$ cat config.mk
export PLATFORM = sky130hd
export DESIGN_NAME = uart_rx_ctrl
export DESIGN_NICKNAME = d
export VERILOG_FILES = /design/src/rtl/uart_rx_pkg.sv /design/src/rtl/rx_bit_timer.sv /design/src/rtl/uart_rx_ctrl.sv
export SDC_FILE = /design/constraint.sdc
export NUM_CORES = 1
export LEC_CHECK = 0
export ABC_CLOCK_PERIOD_IN_PS = 3250
export BUFFER_PORTS_ARGS = -buffer_cell sky130_fd_sc_hd__buf_2
export CAP_MARGIN = 20
export CORE_MARGIN = 10
export CORE_UTILIZATION = 60
export CTS_BUF_LIST = sky130_fd_sc_hd__clkbuf_4 sky130_fd_sc_hd__clkbuf_8 sky130_fd_sc_hd__clkbuf_16
export DETAILED_ROUTE_END_ITERATION = 8
export PLACE_DENSITY = 0.82
export RECOVER_POWER = 100
export SYNTH_ARGS = -nofsm -noshare
export SYNTH_HDL_FRONTEND = slang
export SYNTH_SLANG_ARGS = --single-unit
$ cat constraint.sdc
create_clock -name clk -period 3.25 [get_ports clk]
set_clock_uncertainty 0.2 [all_clocks]
set_input_delay 0.4875 -clock clk [delete_from_list [all_inputs] [get_ports clk]]
set_output_delay 0.4875 -clock clk [all_outputs]
set_load 0.01 [all_outputs]
$ cat src/rtl/uart_rx_pkg.sv
// Shared types and width helpers for the UART receive front end.
package uart_rx_pkg;

    typedef enum logic [2:0] {
        IDLE,
        START_CHK,
        DATA,
        STOP,
        BREAK
    } rx_state_t;

    function automatic int half_of(input int clks_per_bit);
        return clks_per_bit / 2;
    endfunction

    function automatic int cnt_width(input int clks_per_bit);
        return $clog2(clks_per_bit);
    endfunction

    function automatic int idx_width(input int data_bits);
        return $clog2(data_bits + 1);
    endfunction

endpackage

$ cat src/rtl/rx_bit_timer.sv
// Bit timer: one strobe half a bit after clear, then one strobe per full bit.
// bit_idx counts full-bit strobes and saturates at DATA_BITS.
module rx_bit_timer
    import uart_rx_pkg::*;
#(
    parameter int CLKS_PER_BIT = 10,
    parameter int DATA_BITS    = 8,
    localparam int CNT_W       = cnt_width(CLKS_PER_BIT),
    localparam int IDX_W       = idx_width(DATA_BITS)
) (
    input  logic             clk,
    input  logic             rst,
    input  logic             clear,
    input  logic             enable,
    output logic             sample_strobe,
    output logic [IDX_W-1:0] bit_idx
);

    localparam logic [CNT_W-1:0] HALF_M1 = CNT_W'(half_of(CLKS_PER_BIT) - 1);
    localparam logic [CNT_W-1:0] FULL_M1 = CNT_W'(CLKS_PER_BIT - 1);
    localparam logic [IDX_W-1:0] IDX_MAX = IDX_W'(DATA_BITS);

    logic [CNT_W-1:0] cnt_q, cnt_d;
    logic [IDX_W-1:0] idx_q, idx_d;
    logic             half_done_q, half_done_d;

    always_comb begin
        cnt_d         = cnt_q;
        idx_d         = idx_q;
        half_done_d   = half_done_q;
        sample_strobe = 1'b0;
        if (clear) begin
            cnt_d       = '0;
            idx_d       = '0;
            half_done_d = 1'b0;
        end else if (enable) begin
            if (!half_done_q) begin
                if (cnt_q == HALF_M1) begin
                    sample_strobe = 1'b1;
                    half_done_d   = 1'b1;
                    cnt_d         = '0;
                end else begin
                    cnt_d = cnt_q + CNT_W'(1);
                end
            end else if (cnt_q == FULL_M1) begin
                sample_strobe = 1'b1;
                cnt_d         = '0;
                if (idx_q != IDX_MAX) begin
                    idx_d = idx_q + IDX_W'(1);
                end
            end else begin
                cnt_d = cnt_q + CNT_W'(1);
            end
        end
    end

    always_ff @(posedge clk) begin
        if (rst) begin
            cnt_q       <= '0;
            idx_q       <= '0;
            half_done_q <= 1'b0;
        end else begin
            cnt_q       <= cnt_d;
            idx_q       <= idx_d;
            half_done_q <= half_done_d;
        end
    end

    assign bit_idx = idx_q;

endmodule

$ cat src/rtl/uart_rx_ctrl.sv
// UART receiver: line synchroniser, start/data/stop FSM, shift register and
// a ready/read output handshake with framing and overrun flags.
module uart_rx_ctrl
    import uart_rx_pkg::*;
#(
    parameter int CLKS_PER_BIT = 10,
    parameter int DATA_BITS    = 8
) (
    input  logic                 clk,
    input  logic                 rst,
    input  logic                 serial_in,
    input  logic                 data_read,
    output logic [DATA_BITS-1:0] rx_data,
    output logic                 data_ready,
    output logic                 framing_error,
    output logic                 overrun_error,
    output logic                 busy
);

    localparam int IDX_W = idx_width(DATA_BITS);
    localparam logic [IDX_W-1:0] LAST_IDX = IDX_W'(DATA_BITS - 1);

    rx_state_t state_q, state_d;

    logic sync1_q, sync1_d, sync2_q, sync2_d, hist_q, hist_d;
    logic [DATA_BITS-1:0] shift_q, shift_d, rx_data_q, rx_data_d;
    logic data_ready_q, data_ready_d, fe_q, fe_d, oe_q, oe_d;

    logic             line, start_edge;
    logic             timer_clear, timer_enable, sample_strobe;
    logic [IDX_W-1:0] bit_idx;
    logic             shift_en, start_ok, frame_good, frame_bad;

    rx_bit_timer #(
        .CLKS_PER_BIT(CLKS_PER_BIT),
        .DATA_BITS   (DATA_BITS)
    ) u_timer (
        .clk          (clk),
        .rst          (rst),
        .clear        (timer_clear),
        .enable       (timer_enable),
        .sample_strobe(sample_strobe),
        .bit_idx      (bit_idx)
    );

    assign line       = sync2_q;
    assign start_edge = !sync2_q && hist_q;

    always_ff @(posedge clk) begin
        if (rst) state_q <= IDLE;
        else     state_q <= state_d;
    end

    always_comb begin
        state_d = state_q;
        case (state_q)
            IDLE:      if (start_edge) state_d = START_CHK;
            START_CHK: if (sample_strobe) state_d = line ? IDLE : DATA;
            DATA:      if (sample_strobe && bit_idx == LAST_IDX) state_d = STOP;
            STOP:      if (sample_strobe) state_d = line ? IDLE : BREAK;
            BREAK:     if (line) state_d = IDLE;
            default:   state_d = IDLE;
        endcase
    end

    // Timer is held cleared while idle, so the first active cycle counts from 0.
    always_comb begin
        busy         = (state_q != IDLE);
        timer_clear  = (state_q == IDLE);
        timer_enable = (state_q == START_CHK) || (state_q == DATA) || (state_q == STOP);
        shift_en     = (state_q == DATA) && sample_strobe;
        start_ok     = (state_q == START_CHK) && sample_strobe && !line;
        frame_good   = (state_q == STOP) && sample_strobe && line;
        frame_bad    = (state_q == STOP) && sample_strobe && !line;
    end

    always_comb begin
        sync1_d      = serial_in;
        sync2_d      = sync1_q;
        hist_d       = sync2_q;
        shift_d      = shift_q;
        rx_data_d    = rx_data_q;
        data_ready_d = data_ready_q;
        fe_d         = fe_q;
        oe_d         = oe_q;
        if (shift_en) begin
            shift_d              = shift_q >> 1;
            shift_d[DATA_BITS-1] = line;
        end
        if (data_read) begin
            data_ready_d = 1'b0;
            oe_d         = 1'b0;
        end
        // A load in the same cycle as a read wins over the read.
        if (frame_good) begin
            rx_data_d    = shift_q;
            data_ready_d = 1'b1;
            if (data_ready_q && !data_read) oe_d = 1'b1;
        end
        if (start_ok)  fe_d = 1'b0;
        if (frame_bad) fe_d = 1'b1;
    end

    always_ff @(posedge clk) begin
        if (rst) begin
            sync1_q      <= 1'b1;
            sync2_q      <= 1'b1;
            hist_q       <= 1'b1;
            rx_data_q    <= '0;
            data_ready_q <= 1'b0;
            fe_q         <= 1'b0;
            oe_q         <= 1'b0;
        end else begin
            sync1_q      <= sync1_d;
            sync2_q      <= sync2_d;
            hist_q       <= hist_d;
            rx_data_q    <= rx_data_d;
            data_ready_q <= data_ready_d;
            fe_q         <= fe_d;
            oe_q         <= oe_d;
        end
    end

    always_ff @(posedge clk) begin
        shift_q <= shift_d;
    end

    assign rx_data       = rx_data_q;
    assign data_ready    = data_ready_q;
    assign framing_error = fe_q;
    assign overrun_error = oe_q;

endmodule
# [After elaboration in Yosys (flattened, before gate mapping)]
# Index checks and enable logic that the tools add are counted.
[word_totals] reg_bits=34 latch_bits=0 mem_bits_rw=0 rom_bits=0 inputBits=4 mem_count=0
[op_classes] add_sub_neg=2 n_mul=0 n_div=0 magnitude_cmp=0 eq_ne=13 n_shift=0 n_mux=24 bitwise=0 n_reduce_logical=20
[ops] operator="3-bit 2-to-1 mux" count=6
[ops] operator="3-bit case mux with 5 select lines" count=1
[ops] operator="1-bit 2-to-1 mux" count=13
[ops] operator="4-bit 2-to-1 mux" count=3
[ops] operator="2-bit inequality test, second input constant" count=5
[ops] operator="1-bit logical AND" count=9
[ops] operator="4-bit by 1-bit adder with 4-bit output, second input constant" count=2
[ops] operator="4-bit by 3-bit equality test with 1-bit output, second input constant" count=2
[ops] operator="3-bit by 2-bit equality test with 1-bit output, second input constant" count=2
[ops] operator="5-bit AND reduction" count=1
[ops] operator="4-bit equality test, second input constant" count=1
[ops] operator="4-bit inequality test, second input constant" count=1
[ops] operator="4-bit AND reduction" count=1
[ops] operator="2-bit nonzero test" count=2
[ops] operator="3-bit by 1-bit equality test with 1-bit output, second input constant" count=1
[ops] operator="3-bit equality test, second input constant" count=1
[ops] operator="3-bit zero test" count=1
[ops] operator="3-bit nonzero test" count=1
[ops] operator="1-bit zero test" count=2
[ops] operator="1-bit logical OR" count=2
[ops] operator="2-bit 2-to-1 mux" count=1
[ops] operator="2-bit OR reduction" count=1

# [Logic depth before layout (Yosys ltp)]
# Gate-level depths: netlist of the first run.
[logic_depth] depth_word=9 depth_mapped=8 mapped_depth_nobuf=6

# [By module]
# Synthesis of the first run repeated with hierarchy kept, for this count alone.
[unflattened] cells_unflattened=136 area_unflattened_um2=1478.9
[modules_own_cells] mod="uart_rx_ctrl" instances=1 cells_per_inst=79 area_per_inst_um2=935.9
[modules_own_cells] mod="rx_bit_timer" instances=1 cells_per_inst=57 area_per_inst_um2=543.0

# [Worst setup path after synthesis of the first run]
# Ideal clock, no wire load.
[synth_timing] kind="reg2reg" start="register u_timer.cnt_q[0]" end="register shift_q[0], enable pin" setup_time_ps=383 arrival_ps=1539 slack_ps=1128 path_stages_with_launch=6 period_less_slack_ps=2122 cell_sequence="dfxtp_1 > inv_1 > ha_1 > and4bb_2 > nor2_1 > nor3_1"
[synth_via] elab_chain_cells=6 word_cells_on_any_way=8
[synth_lines] item="from (decl)" line="rx_bit_timer.sv:23" text="logic [CNT_W-1:0] cnt_q, cnt_d;"
[synth_lines] item="from (signal assigned)" line="rx_bit_timer.sv:63" text="cnt_q <= cnt_d;"
[synth_lines] item="4-bit by 3-bit equality test with 1-bit output / 4-bit equality test (equally long branches)" line="rx_bit_timer.sv:38, rx_bit_timer.sv:45"
[synth_lines] item="1-bit 2-to-1 mux (on tied branches)" line="rx_bit_timer.sv:38, rx_bit_timer.sv:45"
[synth_lines] item="1-bit 2-to-1 mux *" line="rx_bit_timer.sv:37" text="if (!half_done_q) begin"
[synth_lines] item="1-bit 2-to-1 mux *" line="rx_bit_timer.sv:36" text="end else if (enable) begin"
[synth_lines] item="1-bit 2-to-1 mux *" line="rx_bit_timer.sv:32" text="if (clear) begin"
[synth_lines] item="1-bit logical AND *" line="uart_rx_ctrl.sv:71" text="shift_en = (state_q == DATA) && sample_strobe;"
[synth_lines] item="net shift_en" line="uart_rx_ctrl.sv:32" text="logic shift_en, start_ok, frame_good, frame_bad;"
[synth_lines] item="to (signal assigned)" line="uart_rx_ctrl.sv:125" text="shift_q <= shift_d;"
[synth_lines] item="to (decl)" line="uart_rx_ctrl.sv:26" text="logic [DATA_BITS-1:0] shift_q, shift_d, rx_data_q, rx_data_d;"
# The timed path passes the listed nets; every way through them passes the cells marked *.
# A chain may end at the register's enable or synchronous reset.

# [Final worst setup path of the first run]
[layout_timing] start="register u_timer.cnt_q[0]" end="register shift_q[7], enable pin"
# Same word-level chain as after synthesis.

==> flow_summary.json, run 1 <==
{
  "status": "complete, no violations",
  "fillers": 171,
  "syn_area_per_cell_um2": 10.6,
  "track_usage_pct": 12.1,
  "ir_drop_mv": 0.422,
  "cts-htree-levels": 2,
  "hp-class": "input port to flip-flop",
  "ctsHoldBuffers": 0,
  "relSlewSlack_pct": 44.2,
  "grt_max_degree": 21,
  "yosysWarningCount": 0,
  "via_per_inst": 5.51,
  "placed_area_um2": 1450,
  "cts.repair.resized": 0,
  "ys_types": 35,
  "startpoint_type": "flip-flop",
  "drv_cap": 0,
  "cts_tree": "yes",
  "final_hold_viol_count": 0,
  "synth_cells": 130,
  "p_leak_uw": 0.000550,
  "stdcell_area_um2": 1520,
  "gp_congestion": 0.816,
  "ant_nets": 0,
  "synth_seq_area_share_pct": 55.3,
  "ios": 16,
  "fin_util_pct": 69.2,
  "fin_crit_sh_pct": 67.9,
  "pre_cts_ws_ns": 0.752,
  "drive_above_1_share_pct": 8.72,
  "clk_pin_slew_ns": 0.09,
  "synth_flop_cell": "dfxtp_1",
  "fmax_mhz": 453,
  "num_vias": 975,
  "postSynth.asyncResetShare_pct": 0,
  "clock-sinks": 34,
  "drc_errors": 0,
  "drv_slew": 0,
  "multi_input_comb_area_um2": 552,
  "wire_per_inst_um": 13.9,
  "required_ns": 3.06,
  "grt-ovfl-total": 0,
  "cts_max_path_buffers": 2,
  "n_antenna_cell": 0,
  "cp.arrival_ns": 2.01,
  "postCtsSetupBuffers": 0,
  "rsz0062_at_grt": "no",
  "routed_wl_um": 2460,
  "drt-initial-drc-count": 41,
  "dp_hpwl_um": 1720,
  "worst-path-max-fanout": 7,
  "endpoint_kind": "flip-flop",
  "syn_nets": 139,
  "cts_root_buf": "clkbuf_4",
  "chipWidth_um": 67.9,
  "tightest_slew_ns": 0.836,
  "layout_setup_ws_ns": 1.04,
  "ys_ff_latch": 34,
  "synth_edf_count": 8,
  "grt_pass1_vias": 894,
  "die-area_um2": 4610,
  "seq_area_um2": 761,
  "fp.dieH_um": 67.9,
  "powerDensity_nw_per_um2": 497,
  "nets": 157,
  "rows": 17,
  "synthToLayoutAreaGrowth_pct": 10.1,
  "netlist_area_um2": 1380,
  "core_area_um2": 2190,
  "crit_type": "flip-flop to flip-flop",
  "port_buffers": 15,
  "insertion_delay_ns": 0.34,
  "setup_tns_ns": 0,
  "drt_pass1_iterations": 4,
  "fin_crit_ns": 2.21,
  "start_util_pct": 62.8,
  "grt_pass1_wl_um": 4130,
  "antenna_found_initial": 0,
  "numCtsBuffers": 5,
  "setup_viol": 0
}
-- synthesized netlist by cell type (2+ instances only) --
| library cell | number | area [um^2] |
|---|---|---|
| a32oi_1 | 2 | 17.5 |
| ha_1 | 5 | 62.6 |
| edfxtp_1 | 8 | 240 |
| and4b_1 | 2 | 20.0 |
| a21oi_1 | 6 | 30.0 |
| xor2_1 | 2 | 17.5 |
| nand3_1 | 3 | 15.0 |
| buf_6 | 2 | 22.5 |
| or2_2 | 2 | 12.5 |
| o21ai_0 | 2 | 10.0 |
| nand4_1 | 2 | 12.5 |
| nand2b_1 | 2 | 12.5 |
| nor3_1 | 5 | 25.0 |
| inv_1 | 7 | 26.3 |
| dfxtp_1 | 26 | 521 |
| nor2_1 | 21 | 78.8 |
| clkbuf_1 | 3 | 11.3 |
| nand2_1 | 4 | 15.0 |
| mux2i_1 | 10 | 100 |
-- sequential cells by signal, summed over array words and instances, names as in the netlist --
name and flops:
state_q 3, hist_d 1, u_timer.bit_idx 4, u_timer.cnt_q 4, overrun_error 1, rx_data 8, data_ready 1, hist_q 1
shift_q 8, u_timer.half_done_q 1, framing_error 1, sync1_q 1
-- final timing paths --
kind	slack [ns]	to	from	cells past startpoint
worst max-delay path	1.04	shift_q[7]	u_timer.cnt_q[0]	5
worst min-delay path	0.12	overrun_error	data_read	2
worst max register to register	1.04	shift_q[7]	u_timer.cnt_q[0]	5
worst min register to register	0.23	hist_d	sync1_q	1
-- where the power goes --
part	internal [uW]	switching [uW]	leakage, uW	total (uW)
combinational	5.51	10.5	0.000225	16.0
clock	168	134	0.0000433	302
sequential	433	2.68	0.000282	435
total	607	147	0.000550	754
-- cells in the final DEF (no fill, tap or decap), types with 2 or more instances in the layout --
cell type / netlist / layout
dfxtp_1: 26 / 26
nor2_1: 21 / 21
clkbuf_1: 3 / 14
mux2i_1: 10 / 10
edfxtp_1: 8 / 8
inv_1: 7 / 7
a21oi_1: 6 / 6
clkbuf_4: 0 / 6
nor3_1: 5 / 5
ha_1: 5 / 5
nand2_1: 4 / 4
o21ai_0: 2 / 3
nand3_1: 3 / 3
and4b_1: 2 / 2
nand2b_1: 2 / 2
a32oi_1: 2 / 2
nand4_1: 2 / 2
xor2_1: 2 / 2
or2_2: 2 / 2
buf_2: 0 / 2
-- through the flow --
stage / total power (uW) / std cells / hold slack [ns]
floorplan: 455 / 130 / 0.189
global placement: 460 / 168 / 0.198
detailed placement: 461 / 168 / 0.210
CTS: 764 / 176 / 0.107
global route: 790 / 177 / 0.105
finish: 754 / 177 / 0.121
-- cell type report --
class	instances	share of cell area, %
Sequential cell	34	50.2
Clock buffer	6	2.97
Inverter	7	1.73
Clock inverter	2	2.23
Tap cell	28	2.31
Multi-Input combinational cell	84	36.4
Timing Repair Buffer	16	4.13
-- worst max-delay path, cell delays in order, from the launching register on --
cell,delay (ns)
dfxtp_1,0.43
ha_1,0.17
and4b_1,0.31
nor2_1,0.14
nor3_1,0.30
clkbuf_1,0.34
-- routing by layer --
layer	track usage, %	up-vias	wire [um]
met5	0	-	0
met4	6.78	0	72
met3	5.87	9	173
met2	17.7	25	1070
met1	14.4	449	1140
li1	-	492	-
-- cells by family (layout without fill, tap and decap cells) --
kind of cell	count (synthesis)	in the layout	synth area share [%]
muxes	10	10	7.27
and+or+nand+nor	50	50	18.8
buffers and inverters	12	31	4.36
xor gates and xnor gates	3	3	1.91
AOI/OAI and AO/OA	16	16	7.82
adders and majority gates	5	5	4.55
DFF	34	34	55.3
Note: power is estimated with default switching activity, not from simulation.
==> inputs of run 2 (changes only) <==
--- a/config.mk
+++ b/config.mk
@@ -5,14 +5,14 @@
 export SDC_FILE = /design/constraint.sdc
 export NUM_CORES = 1
 export LEC_CHECK = 0
-export ABC_CLOCK_PERIOD_IN_PS = 3250
+export ABC_CLOCK_PERIOD_IN_PS = 2100
 export BUFFER_PORTS_ARGS = -buffer_cell sky130_fd_sc_hd__buf_2
 export CAP_MARGIN = 20
 export CORE_MARGIN = 10
-export CORE_UTILIZATION = 60
+export CORE_UTILIZATION = 56
 export CTS_BUF_LIST = sky130_fd_sc_hd__clkbuf_4 sky130_fd_sc_hd__clkbuf_8 sky130_fd_sc_hd__clkbuf_16
 export DETAILED_ROUTE_END_ITERATION = 8
-export PLACE_DENSITY = 0.82
+export PLACE_DENSITY = 0.77
 export RECOVER_POWER = 100
 export SYNTH_ARGS = -nofsm -noshare
 export SYNTH_HDL_FRONTEND = slang
==> constraint.sdc (replaced) <==
create_clock -name clk -period 2.1 [get_ports clk]
set_clock_uncertainty 0.2 [all_clocks]
set_input_delay 0.315 -clock clk [delete_from_list [all_inputs] [get_ports clk]]
set_output_delay 0.315 -clock clk [all_outputs]
set_load 0.01 [all_outputs]
==> run 2 against run 1 <==
  * Sequential cell count stayed put
  * Cell count rose by 2.3%
  * Clock power increased by 55%
  * Global-route usage decreased by 0.57 points
  * Count of clock-buffer cells in the layout unchanged
  * First-iteration DRC count rose by 120%
  * Sequential power grew 55%
  * Setup slack lost 0.87 ns
  * Critical endpoint is now state_q[2]
  * Largest power group unchanged
==> flow_summary.json, run 2 (same netlist as run 1, synthesis figures left out) <==
{
  "routed_wl_um": 2660,
  "fin_crit_ns": 1.93,
  "clockPowerShare_pct": 40.0,
  "p_leak_uw": 0.000574,
  "hold_end": "rx_data[2]",
  "n_antenna_cell": 0,
  "final_hold_viol_count": 0,
  "clk_pin_slew_ns": 0.10,
  "cp_slowest_stage_delay_ns": 0.41,
  "fillers": 189,
  "drv_cap": 0,
  "drc_errors": 0,
  "setup_viol": 0,
  "insertion_delay_ns": 0.33,
  "postCtsSetupBuffers": 0,
  "fin_hold_ws_ns": 0.165,
  "most-common-layout-cells": "26 x dfxtp_1, 21 x nor2_1, 13 x clkbuf_1",
  "switching_power_uw": 227,
  "die-area_um2": 4840,
  "placed_area_um2": 1480,
  "cts_root_buf": "clkbuf_4",
  "hp-class": "input port to flip-flop",
  "drive_above_1_share_pct": 11.8,
  "switching_share_pct": 19.4,
  "startpoint_type": "flip-flop",
  "numCtsBuffers": 5,
  "p_comb_share_pct": 2.4,
  "start_util_pct": 60.5,
  "r2r_slack_ns": 0.17,
  "crit_slowest_cell": "dfxtp_1",
  "fin_util_pct": 68.7,
  "via_per_inst": 5.52,
  "wire_per_inst_um": 14.7,
  "power_frac_seq_pct": 57.7,
  "min-delay-start": "rst",
  "track_usage_pct": 11.6,
  "clock-sinks": 34,
  "drv_slew": 0,
  "path_cells": "inv_1 -> ha_1 -> and4bb_1 -> o21ai_1 -> nor3_1 -> a31o_2",
  "tightest_slew_ns": 0.383,
  "relSlewSlack_pct": 74.4,
  "cts_tree": "yes",
  "path_buf_inv": 1,
  "fin_crit_sh_pct": 91.8,
  "dp_hpwl_um": 1870,
  "synthToLayoutAreaGrowth_pct": 13.6,
  "status": "complete, no violations",
  "ant_nets": 0,
  "chipWidth_um": 69.6,
  "grt_pass1_vias": 1026,
  "rsz0062_at_grt": "no",
  "grt-ovfl-total": 0,
  "reg2reg_to": "state_q[2]",
  "grt_pass1_wl_um": 4610,
  "ir_drop_mv": 0.566,
  "worst-path-max-fanout": 5,
  "fp.dieH_um": 69.6,
  "p_int_uw": 942,
  "drt_pass1_iterations": 4,
  "port_buffers": 15,
  "powerDensity_nw_per_um2": 747,
  "worstReg2RegStart": "u_timer.cnt_q[0]",
  "grt_max_degree": 21,
  "required_ns": 2.12,
  "antenna_found_initial": 0,
  "setup_tns_ns": 0,
  "crit_family": "compound AO/OA/AOI/OAI gates",
  "drt-initial-drc-count": 90,
  "final_common_cell": "dfxtp_1",
  "ios": 16,
  "reg2regPathDepth": 6,
  "endpoint_kind": "flip-flop",
  "core_area_um2": 2280,
  "fmax_mhz": 518,
  "crit_type": "flip-flop to flip-flop",
  "hold_depth": 2,
  "gp_congestion": 0.785,
  "cts-htree-levels": 2,
  "nets": 161,
  "rows": 17,
  "num_vias": 1000,
  "cts_max_path_buffers": 2,
  "stdcell_area_um2": 1560,
  "cp.arrival_ns": 1.95
}
==> run 2: per-stage QoR <==
stage / setup WS, ns / total power [uW] / cells
detailed placement: 0.0508 / 714 / 171
global placement: 0.136 / 713 / 171
global route: 0.0273 / 1220 / 181
CTS: 0.00248 / 1180 / 181
finish: 0.171 / 1170 / 181
floorplan: 0.217 / 705 / 130
==> run 2: area by class of cell <==
cell class / count / area [um^2] / area share, %
multi-input combinational: 84 / 564 / 36.1
sequential: 34 / 761 / 48.6
timing repair buffer: 20 / 98.8 / 6.32
clock inverter: 2 / 33.8 / 2.16
clock buffer: 6 / 45.0 / 2.88
tap: 28 / 35.0 / 2.24
inverter: 7 / 26.3 / 1.68
==> run 2: worst max-delay path by stage <==
| stage | startpoint | endpoint | cells after the start | slack (ns) |
|---|---|---|---|---|
| final | u_timer.cnt_q[0] | state_q[2] | 6 | 0.17 |
| after global placement | u_timer.cnt_q[0] | shift_q[4] | 5 | 0.14 |
| after floorplan | u_timer.cnt_q[0] | shift_q[0] | 5 | 0.22 |
| after detailed placement | u_timer.cnt_q[0] | rx_data[4] | 6 | 0.05 |
| after global routing | u_timer.cnt_q[0] | shift_q[6] | 5 | 0.03 |
| after CTS | u_timer.cnt_q[1] | rx_data[4] | 6 | 0.002 |
==> run 2: per-layer routing <==
| metal | wire length, um | part of all wire (%) | up-vias | global-route usage, % |
|---|---|---|---|---|
| met1 | 1150 | 43 | 470 | 12.9 |
| met2 | 1290 | 49 | 29 | 18.5 |
| met3 | 178 | 6.7 | 4 | 4.14 |
| li1 | - | - | 497 | - |
| met5 | 0 | 0 | - | 0 |
| met4 | 36 | 1.4 | 0 | 6.65 |
==> run 2: power by group through the flow <==
stage / Clock (uW) / Sequential [uW] / Combinational [uW]
2_1_floorplan: 0 / 688 / 17.2
3_3_place_gp: 0 / 689 / 23.9
3_5_place_dp: 0 / 689 / 25.0
4_1_cts: 479 / 674 / 28.2
5_1_grt: 509 / 675 / 31.3
6_report: 467 / 674 / 27.7
==> run 2: timing repair <==
action	CTS	global route
hold endpoints to repair	2	0
setup endpoints to repair	0	17
resized for setup	0	2
hold buffers	2	0
